===== src/rtl/aes_core_arbiter_if.sv =====
// Requester, result and shared-core signal bundle for aes_core_arbiter.
// The slave modport is the arbiter's view; master is the surrounding environment.
interface aes_core_arbiter_if;
  logic         req0;
  logic         req1;
  logic [127:0] key0;
  logic [127:0] key1;
  logic [127:0] pt0;
  logic [127:0] pt1;
  logic         gnt0;
  logic         gnt1;
  logic [127:0] ct;
  logic         ct_valid;
  logic         ct_id;
  logic         ct_ack;
  logic         core_start;
  logic [127:0] core_key;
  logic [127:0] core_state;
  logic [127:0] core_out;
  logic         core_done;
  logic         busy;
  logic         err_timeout;
  logic [31:0]  enc_count;

  modport slave (
    input  req0, req1, key0, key1, pt0, pt1, ct_ack, core_out, core_done,
    output gnt0, gnt1, ct, ct_valid, ct_id, core_start, core_key, core_state,
           busy, err_timeout, enc_count
  );

  modport master (
    output req0, req1, key0, key1, pt0, pt1, ct_ack, core_out, core_done,
    input  gnt0, gnt1, ct, ct_valid, ct_id, core_start, core_key, core_state,
           busy, err_timeout, enc_count
  );
endinterface


===== src/rtl/aes_core_arbiter.sv =====
// Round-robin arbiter sharing one AES-128 core between two requesters,
// with a bounded wait for the core and a held result until acknowledged.
module aes_core_arbiter #(
  parameter int unsigned TIMEOUT_CYC = 31
) (
  input logic                clk,
  input logic                rst,
  aes_core_arbiter_if.slave  bus
);

  localparam int unsigned TW = $clog2(TIMEOUT_CYC + 1);
  localparam logic [TW-1:0] TIMER_LAST = TW'(TIMEOUT_CYC - 1);

  typedef enum logic [1:0] {IDLE, ISSUE, WAIT, RESP} state_e;

  state_e         state_q;
  logic           gnt0_q;
  logic           gnt1_q;
  logic           core_start_q;
  logic [127:0]   key_q;
  logic [127:0]   pt_q;
  logic           idx_q;
  logic           last_q;
  logic [TW-1:0]  timer_q;
  logic [127:0]   ct_q;
  logic           ct_valid_q;
  logic           ct_id_q;
  logic [31:0]    enc_count_q;
  logic           err_timeout_q;
  logic           pick1_d;

  // Requester 1 wins when it is alone, or when both ask and 0 was served last.
  assign pick1_d = bus.req1 && (!bus.req0 || !last_q);

  assign bus.gnt0        = gnt0_q;
  assign bus.gnt1        = gnt1_q;
  assign bus.core_start  = core_start_q;
  assign bus.core_key    = key_q;
  assign bus.core_state  = pt_q;
  assign bus.ct          = ct_q;
  assign bus.ct_valid    = ct_valid_q;
  assign bus.ct_id       = ct_id_q;
  assign bus.enc_count   = enc_count_q;
  assign bus.err_timeout = err_timeout_q;
  assign bus.busy        = (state_q != IDLE);

  always_ff @(posedge clk or negedge rst) begin
    if (!rst) begin
      state_q       <= IDLE;
      gnt0_q        <= 1'b0;
      gnt1_q        <= 1'b0;
      core_start_q  <= 1'b0;
      key_q         <= '0;
      pt_q          <= '0;
      idx_q         <= 1'b0;
      last_q        <= 1'b1;
      timer_q       <= '0;
      ct_q          <= '0;
      ct_valid_q    <= 1'b0;
      ct_id_q       <= 1'b0;
      enc_count_q   <= '0;
      err_timeout_q <= 1'b0;
    end else begin
      gnt0_q       <= 1'b0;
      gnt1_q       <= 1'b0;
      core_start_q <= 1'b0;
      unique case (state_q)
        IDLE: begin
          if (bus.req0 || bus.req1) begin
            idx_q   <= pick1_d;
            key_q   <= pick1_d ? bus.key1 : bus.key0;
            pt_q    <= pick1_d ? bus.pt1 : bus.pt0;
            gnt0_q  <= !pick1_d;
            gnt1_q  <= pick1_d;
            state_q <= ISSUE;
          end
        end
        ISSUE: begin
          core_start_q <= 1'b1;
          timer_q      <= '0;
          state_q      <= WAIT;
        end
        WAIT: begin
          // A completion in the final allowed cycle still counts as success.
          if (bus.core_done) begin
            ct_q        <= bus.core_out;
            ct_valid_q  <= 1'b1;
            ct_id_q     <= idx_q;
            enc_count_q <= enc_count_q + 32'd1;
            state_q     <= RESP;
          end else if (timer_q == TIMER_LAST) begin
            timer_q       <= timer_q + TW'(1);
            err_timeout_q <= 1'b1;
            last_q        <= idx_q;
            state_q       <= IDLE;
          end else begin
            timer_q <= timer_q + TW'(1);
          end
        end
        RESP: begin
          if (bus.ct_ack) begin
            ct_valid_q <= 1'b0;
            last_q     <= idx_q;
            state_q    <= IDLE;
          end
        end
        default: state_q <= IDLE;
      endcase
    end
  end

endmodule


===== src/flat_wrapper.sv =====
// flat-port wrapper written by rule: the top's interface ports become plain ports
module aes_core_arbiter_flat 
#(
  parameter int unsigned TIMEOUT_CYC = 31
)
  (clk, rst, bus_req0, bus_req1, bus_key0, bus_key1, bus_pt0, bus_pt1, bus_ct_ack, bus_core_out, bus_core_done, bus_gnt0, bus_gnt1, bus_ct, bus_ct_valid, bus_ct_id, bus_core_start, bus_core_key, bus_core_state, bus_busy, bus_err_timeout, bus_enc_count);
  aes_core_arbiter_if bus_i ();
  input logic clk;
  input logic rst;
  input wire logic [$bits(bus_i.req0)-1:0] bus_req0;
  input wire logic [$bits(bus_i.req1)-1:0] bus_req1;
  input wire logic [$bits(bus_i.key0)-1:0] bus_key0;
  input wire logic [$bits(bus_i.key1)-1:0] bus_key1;
  input wire logic [$bits(bus_i.pt0)-1:0] bus_pt0;
  input wire logic [$bits(bus_i.pt1)-1:0] bus_pt1;
  input wire logic [$bits(bus_i.ct_ack)-1:0] bus_ct_ack;
  input wire logic [$bits(bus_i.core_out)-1:0] bus_core_out;
  input wire logic [$bits(bus_i.core_done)-1:0] bus_core_done;
  output wire logic [$bits(bus_i.gnt0)-1:0] bus_gnt0;
  output wire logic [$bits(bus_i.gnt1)-1:0] bus_gnt1;
  output wire logic [$bits(bus_i.ct)-1:0] bus_ct;
  output wire logic [$bits(bus_i.ct_valid)-1:0] bus_ct_valid;
  output wire logic [$bits(bus_i.ct_id)-1:0] bus_ct_id;
  output wire logic [$bits(bus_i.core_start)-1:0] bus_core_start;
  output wire logic [$bits(bus_i.core_key)-1:0] bus_core_key;
  output wire logic [$bits(bus_i.core_state)-1:0] bus_core_state;
  output wire logic [$bits(bus_i.busy)-1:0] bus_busy;
  output wire logic [$bits(bus_i.err_timeout)-1:0] bus_err_timeout;
  output wire logic [$bits(bus_i.enc_count)-1:0] bus_enc_count;
  assign bus_i.req0 = bus_req0;
  assign bus_i.req1 = bus_req1;
  assign bus_i.key0 = bus_key0;
  assign bus_i.key1 = bus_key1;
  assign bus_i.pt0 = bus_pt0;
  assign bus_i.pt1 = bus_pt1;
  assign bus_i.ct_ack = bus_ct_ack;
  assign bus_i.core_out = bus_core_out;
  assign bus_i.core_done = bus_core_done;
  assign bus_gnt0 = bus_i.gnt0;
  assign bus_gnt1 = bus_i.gnt1;
  assign bus_ct = bus_i.ct;
  assign bus_ct_valid = bus_i.ct_valid;
  assign bus_ct_id = bus_i.ct_id;
  assign bus_core_start = bus_i.core_start;
  assign bus_core_key = bus_i.core_key;
  assign bus_core_state = bus_i.core_state;
  assign bus_busy = bus_i.busy;
  assign bus_err_timeout = bus_i.err_timeout;
  assign bus_enc_count = bus_i.enc_count;
  aes_core_arbiter #(.TIMEOUT_CYC(TIMEOUT_CYC)) u_core (.clk(clk), .rst(rst), .bus(bus_i));
endmodule

===== config.mk =====
export PLATFORM = sky130hd
export DESIGN_NAME = aes_core_arbiter_flat
export DESIGN_NICKNAME = d
export VERILOG_FILES = /design/src/rtl/aes_core_arbiter_if.sv /design/src/rtl/aes_core_arbiter.sv /design/src/flat_wrapper.sv
export SDC_FILE = /design/constraint.sdc
export NUM_CORES = 1
export LEC_CHECK = 0
export ABC_AREA = 1
export CORE_AREA = 2 2 411 413
export CTS_BUF_LIST = sky130_fd_sc_hd__clkbuf_16
export CTS_CLUSTER_SIZE = 30
export DETAILED_ROUTE_END_ITERATION = 10
export DIE_AREA = 0 0 413 415
export PLACE_DENSITY_LB_ADDON = 0.25
export SYNTH_ARGS = -nofsm -noshare
export SYNTH_HDL_FRONTEND = slang
export SYNTH_SLANG_ARGS = --single-unit
export TNS_END_PERCENT = 50

===== constraint.sdc =====
create_clock -name clk -period 3.6 [get_ports clk]
set_input_delay 0.72 -clock clk [delete_from_list [all_inputs] [get_ports clk]]
set_output_delay 0.72 -clock clk [all_outputs]
set_load 0.02 [all_outputs]

==> metrics.cfg, run 1 <==
[setup_path]
crit_path_end_kind=output pin
crit_path_start_kind=flip-flop
path_class=reg2out
arrival_ps=1970
critical_path.max_fanout=6
crit_required_ps=2880

[power_and_ir_drop]
ir_drop_uv=340
powerDensity_mw_per_mm2=829
power_w=0.0279
power_leakage_nw=14.6

[routing]
drt_iter0_markers=1119
detailedRoute.firstPassIterationCount=5
via_per_inst=3.40
ant_nets=0
post_drt_wl_per_cell_um=19.2
drc=0
wirelength_mm=106
vias=18800

[synthesis]
yosysUniqueCellTypes=27
yosysWarnings=0
yosysSeqAreaShare_pct=59.1
synth-seq-cells=431
syn_nets=2848
syn_avg_cell_area_sq_um=8.29
synthCells=2199
netlist_area_sq_mm=0.0182

[layout]
final_common_cell=nand2_1
area_delta_synth_final_pct=84.7
fillCellCount=18600
final_cell_mix=nand2_1, clkdlybuf4s50_1, dfrtp_1, nand3_1, clkbuf_16
nets=3932
utilization_pct=20.2
regArea_sq_mm=0.0108
multiInputGateArea_sq_mm=0.00670
drive_gt1_share_pct=5.07

[cts]
h-tree-depth=2
cts_buffers=58
ctsResizeCount=0
clk_latency_ps=660
tritoncts=done
cts_buffer_depth=3
cts-root-buf=clkbuf_16
postCtsSetupRepairBufs=0
cts.sinks=431
clk_pin_slew_ps=60
cts_hold_buf=0

[sta]
setup_viol=0
setup_tns_ps=0
finalCriticalPeriod_ps=2690
finalMaxSlewViolations=0
slew_headroom_pct=40.5
tightest_slew_ps=892
hold_viol_final=0
rsz0062_at_grt=no
fin_skew_ps=20.1
period_share_pct=74.8
max_freq_ghz=0.371

[min_path]
hp-class=in2async

[global_routing]
grt.overflow.total=0
gr-usage-all-layers_pct=11.9
use_met2_pct=20.8
grt_max_degree=107
grt_pass1_vias=19300
use_met3_pct=3.43
use_met1_pct=13.9
grt_pass1_wl_mm=148
grt_busiest_layer=met2
antenna_found_initial=28

[status]
outcome=finished clean

[die]
pin_count=1069
fp-row-count=150
die_w_um=413
die-height_um=415
start_util_pct=10.9
die-area_sq_mm=0.171
coreArea_sq_mm=0.167

[place]
portBuffers=1068
dp_hpwl_mm=84.5
gp_congestion=0.890

[job]
drv_cap=0

state kept, by name, summed over array words and instances, names as in the netlist:
signal                  cells
u_core.timer_q              5
u_core.bus.core_state     128
u_core.bus.core_start       1
u_core.bus.gnt0             1
u_core.bus.ct_valid         1
u_core.bus.err_timeout      1
u_core.last_q               1
u_core.bus.core_key       128
u_core.bus.gnt1             1
u_core.bus.ct             128
u_core.bus.enc_count       32
u_core.state_q              2
u_core.idx_q                1
u_core.bus.ct_id            1
critical path, stage by stage (launching register included):
cell,delay [ps]
dfrtp_1,480
inv_2,70
nand2_2,120
clkdlybuf4s50_1,650
per-stage QoR:
stage	hold slack (ps)	instance area, sq um	worst slack, ps	instances
6_report	107	33700	908	5545
5_1_grt	120	33700	801	5544
2_1_floorplan	424	18200	2020	2199
4_1_cts	94.3	33700	824	5537
3_3_place_gp	462	31800	752	5427
3_5_place_dp	464	31800	691	5427
cell families after synthesis:
logic type | count (synthesis) | synth area share, %
AND/OR/NAND/NOR | 1574 | 34.9
flip-flops | 431 | 59.1
buffers and inverters | 152 | 4.22
XOR/XNOR | 23 | 1.10
AO/OA/AOI/OAI | 16 | 0.460
adder cells (fa/ha/maj) | 3 | 0.206
per-layer routing:
layer,wire [um],vias to the layer above
li1,-,9049
met1,42500,8943
met2,53000,684
met3,8250,143
met4,2600,8
met5,46,-
power breakdown:
group          internal [W]  leakage, nW  switching, W  total (W)
clock network       0.00328        0.951       0.00247    0.00576
logic               0.00597         8.35       0.00773     0.0137
registers           0.00708         5.34       0.00138    0.00846
total                0.0163         14.6        0.0116     0.0279
final cells by class:
type	count	area share, %
multi-input combinational	1616	19.9
clock inverter	52	1.17
timing repair buffer	1138	33.9
clock buffer	58	4.31
antenna	8	0.0594
inverter	38	0.490
sequential	431	32.0
tap	2204	8.19
path summary, 6_finish.rpt:
kind	cells after the start	endpoint	start	slack, ps
max in group asynchronous	2	u_core.bus.core_key[81]$_DFFE_PN0P_	rst	2580
worst min-delay path	1	u_core.bus.ct[108]$_DFFE_PN0P_	rst	110
worst min register to register	2	u_core.bus.ct[5]$_DFFE_PN0P_	u_core.bus.ct[5]$_DFFE_PN0P_	480
worst max-delay path	3	bus_busy	u_core.state_q[1]$_DFFE_PN0P_	910
worst max register to register	9	u_core.bus.core_key[18]$_DFFE_PN0P_	u_core.state_q[1]$_DFFE_PN0P_	1360
min in group clk	2	u_core.bus.ct[5]$_DFFE_PN0P_	u_core.bus.ct[5]$_DFFE_PN0P_	480
cell usage after synthesis:
| library cell | number | area share [%] |
|---|---|---|
| inv_2 | 7 | 0.14 |
| buf_4 | 26 | 1.1 |
| xor2_1 | 12 | 0.58 |
| dfrtp_1 | 430 | 59 |
| inv_1 | 31 | 0.64 |
| nand3_1 | 275 | 7.5 |
| nand4_1 | 10 | 0.34 |
| o21bai_1 | 1 | 0.041 |
| nand2_1 | 1230 | 25 |
| nor3_2 | 1 | 0.055 |
| o21ai_1 | 1 | 0.027 |
| buf_2 | 75 | 2.1 |
| dfstp_2 | 1 | 0.14 |
| nor3_1 | 2 | 0.055 |
| nor2_4 | 2 | 0.12 |
| nor2_1 | 36 | 0.74 |
| nand3b_1 | 5 | 0.21 |
| ha_1 | 3 | 0.21 |
| xnor2_1 | 11 | 0.53 |
| nor2_2 | 7 | 0.24 |
| clkbuf_1 | 12 | 0.25 |
| nand3_2 | 2 | 0.11 |
| and2_1 | 2 | 0.069 |
| o21ai_0 | 13 | 0.36 |
| nand2_2 | 2 | 0.069 |
| buf_6 | 1 | 0.062 |
| o22ai_1 | 1 | 0.034 |
(Power assumes the default switching activity.)
==> run 2: changes to the inputs <==
==> constraint.sdc (replaced) <==
create_clock -name clk -period 2.3 [get_ports clk]
set_input_delay 0.46 -clock clk [delete_from_list [all_inputs] [get_ports clk]]
set_output_delay 0.46 -clock clk [all_outputs]
set_load 0.02 [all_outputs]
==> run 2 against run 1 <==
Effect of this change:
- register-to-register slack got worse by 980 ps
- critical path depth down 2
- cell area rose by 1.3%
- worst hold slack better by 230 ps
- sequential cell count did not move
- die area is the same
- non-clock buffer count is 45 higher
- via count rose by 0.54%
- global-route usage grew 0.14 points
- count of clock-buffer cells in the layout unchanged
- critical endpoint is now bus_core_key[112]
- largest cell class unchanged
- largest power group unchanged
- highest routed layer unchanged
==> metrics.cfg, run 2 (synthesis gave the netlist of run 1 again) <==
[die]
die_w_um=413  ; unchanged
fp-row-count=150  ; unchanged
die-height_um=415  ; unchanged
coreArea_sq_mm=0.167  ; unchanged
die-area_sq_mm=0.171  ; unchanged
start_util_pct=10.9  ; unchanged
pin_count=1069  ; unchanged

[setup_path]
crit_path_start_kind=flip-flop
slowest_delay_ps=780  ; +130 ps
crit_required_ps=1840  ; -1040 ps
critical-path-slowest-cell=clkdlybuf4s50_1
cp_top_family=buffers and inverters
path_class=reg2out
cp_cell_sequence=clkdlybuf4s50_1
critical_path.max_fanout=2  ; -4
arrival_ps=1780  ; -190 ps
critPathBufInv=1  ; -1
crit_path_end_kind=output pin

[layout]
final_common_cell=nand2_1
fin_area_sq_mm=0.0341  ; +1.3%
drive_gt1_share_pct=6.31  ; +1.2 points
regArea_sq_mm=0.0108  ; about the same
fillCellCount=18500  ; -0.45%
final_cell_mix=nand2_1, clkdlybuf4s50_1, dfrtp_1, nand3_1, buf_4
nets=3977  ; +1.1%
area_delta_synth_final_pct=87.1
multiInputGateArea_sq_mm=0.00670  ; unchanged

[power_and_ir_drop]
power_w=0.0442  ; +58%
ir_drop_uv=572  ; +68%
power_leakage_nw=15.0  ; +2.7%
powerDensity_mw_per_mm2=1300  ; +56%

[place]
portBuffers=1068  ; unchanged
gp_congestion=0.889  ; about the same
dp_hpwl_mm=86.4  ; +2.2%
place_area_sq_mm=0.0323  ; +1.5%
pre_cts_ws_ps=-64.5  ; -756 ps

[cts]
cts_buffers=58  ; unchanged
postCtsSetupRepairBufs=0  ; unchanged
cts_buffer_depth=3  ; unchanged
cts.sinks=431  ; unchanged
cts-root-buf=clkbuf_16
clk_pin_slew_ps=60  ; about the same
h-tree-depth=2  ; unchanged
clk_latency_ps=650  ; about the same
tritoncts=done

[global_routing]
grt.overflow.total=0  ; unchanged
grt_pass1_wl_mm=149  ; +0.80%
antenna_found_initial=22  ; -21%
grt_max_degree=84  ; -21%
gr-usage-all-layers_pct=12.0  ; +0.14 points
grt_pass1_vias=19700  ; +1.7%

[sta]
max_freq_ghz=0.446
hold_viol_final=0  ; unchanged
period_share_pct=97.5
rsz0062_at_grt=no
finalCriticalPeriod_ps=2240
timing.final.ws_setup_ps=57.7  ; -850 ps
finalMaxSlewViolations=0  ; unchanged
fin_skew_ps=13.6  ; -6.44 ps
slew_headroom_pct=52.9  ; +12 points
tightest_slew_ps=706  ; -186 ps
setup_viol=0  ; unchanged
whs_ps=336  ; +230 ps

[min_path]
hp-class=in2reg

[job]
drv_cap=0  ; unchanged

[routing]
via_per_inst=3.38  ; -0.33%
drc=0  ; unchanged
detailedRoute.firstPassIterationCount=5  ; unchanged
vias=18900  ; +0.54%
wirelength_mm=108  ; +1.3%
drt_iter0_markers=1270  ; +13%
ant_nets=0  ; unchanged
post_drt_wl_per_cell_um=19.3  ; +0.39%

[status]
outcome=finished clean

[run 2: final timing paths]
path | slack, ps | depth (start not counted) | end | start
min in group asynchronous | 380 | 2 | u_core.bus.enc_count[31]$_DFFE_PN0P_ | rst
min reg2reg | 470 | 2 | u_core.bus.ct[61]$_DFFE_PN0P_ | u_core.bus.ct[61]$_DFFE_PN0P_
max | 60 | 1 | bus_core_key[112] | u_core.bus.core_key[112]$_DFFE_PN0P_
max in group asynchronous | 1100 | 3 | u_core.bus.core_state[121]$_DFFE_PN0P_ | rst
min | 340 | 3 | u_core.bus.ct[109]$_DFFE_PN0P_ | bus_core_out[109]
max reg2reg | 380 | 9 | u_core.bus.core_key[77]$_DFFE_PN0P_ | u_core.last_q$_DFFE_PN1P_
[run 2: metrics by stage]
step	utilization, %	TNS (ps)	std cells
after floorplan	-	0	2199
after global placement	19.4	-2140	5471
after detailed placement	19.4	-1470	5471
after CTS	20.4	0	5578
after global routing	20.5	0	5589
final	20.5	0	5593
[run 2: power breakdown]
group / switching, W / internal [W] / total [W]
combinational: 0.0123 / 0.00964 / 0.0219
clock: 0.00386 / 0.00520 / 0.00906
sequential: 0.00219 / 0.0111 / 0.0133
total: 0.0183 / 0.0259 / 0.0442
[run 2: layout make-up]
| cell class | count | area share (%) |
|---|---|---|
| clock inverter | 48 | 1.09 |
| antenna | 15 | 0.110 |
| sequential | 431 | 31.6 |
| tap | 2204 | 8.08 |
| inverter | 38 | 0.484 |
| clock buffer | 58 | 4.25 |
| multi-input combinational | 1616 | 19.6 |
| timing repair buffer | 1183 | 34.7 |
[run 2: repair_timing]
item	4_1_cts	5_1_grt
setup endpoints to repair	35	4
gates resized for setup	36	4
pin swaps	0	0
endpoints found under the hold margin	24	0
hold buffers	1	0
[run 2: routing by layer]
| layer | share of wire, % | global-route usage (%) | up-vias |
|---|---|---|---|
| li1 | - | - | 9164 |
| met1 | 41 | 14.1 | 8963 |
| met2 | 50 | 20.7 | 671 |
| met3 | 7.3 | 3.30 | 126 |
| met4 | 2.5 | 4.18 | 4 |
| met5 | 0.021 | 0 | - |
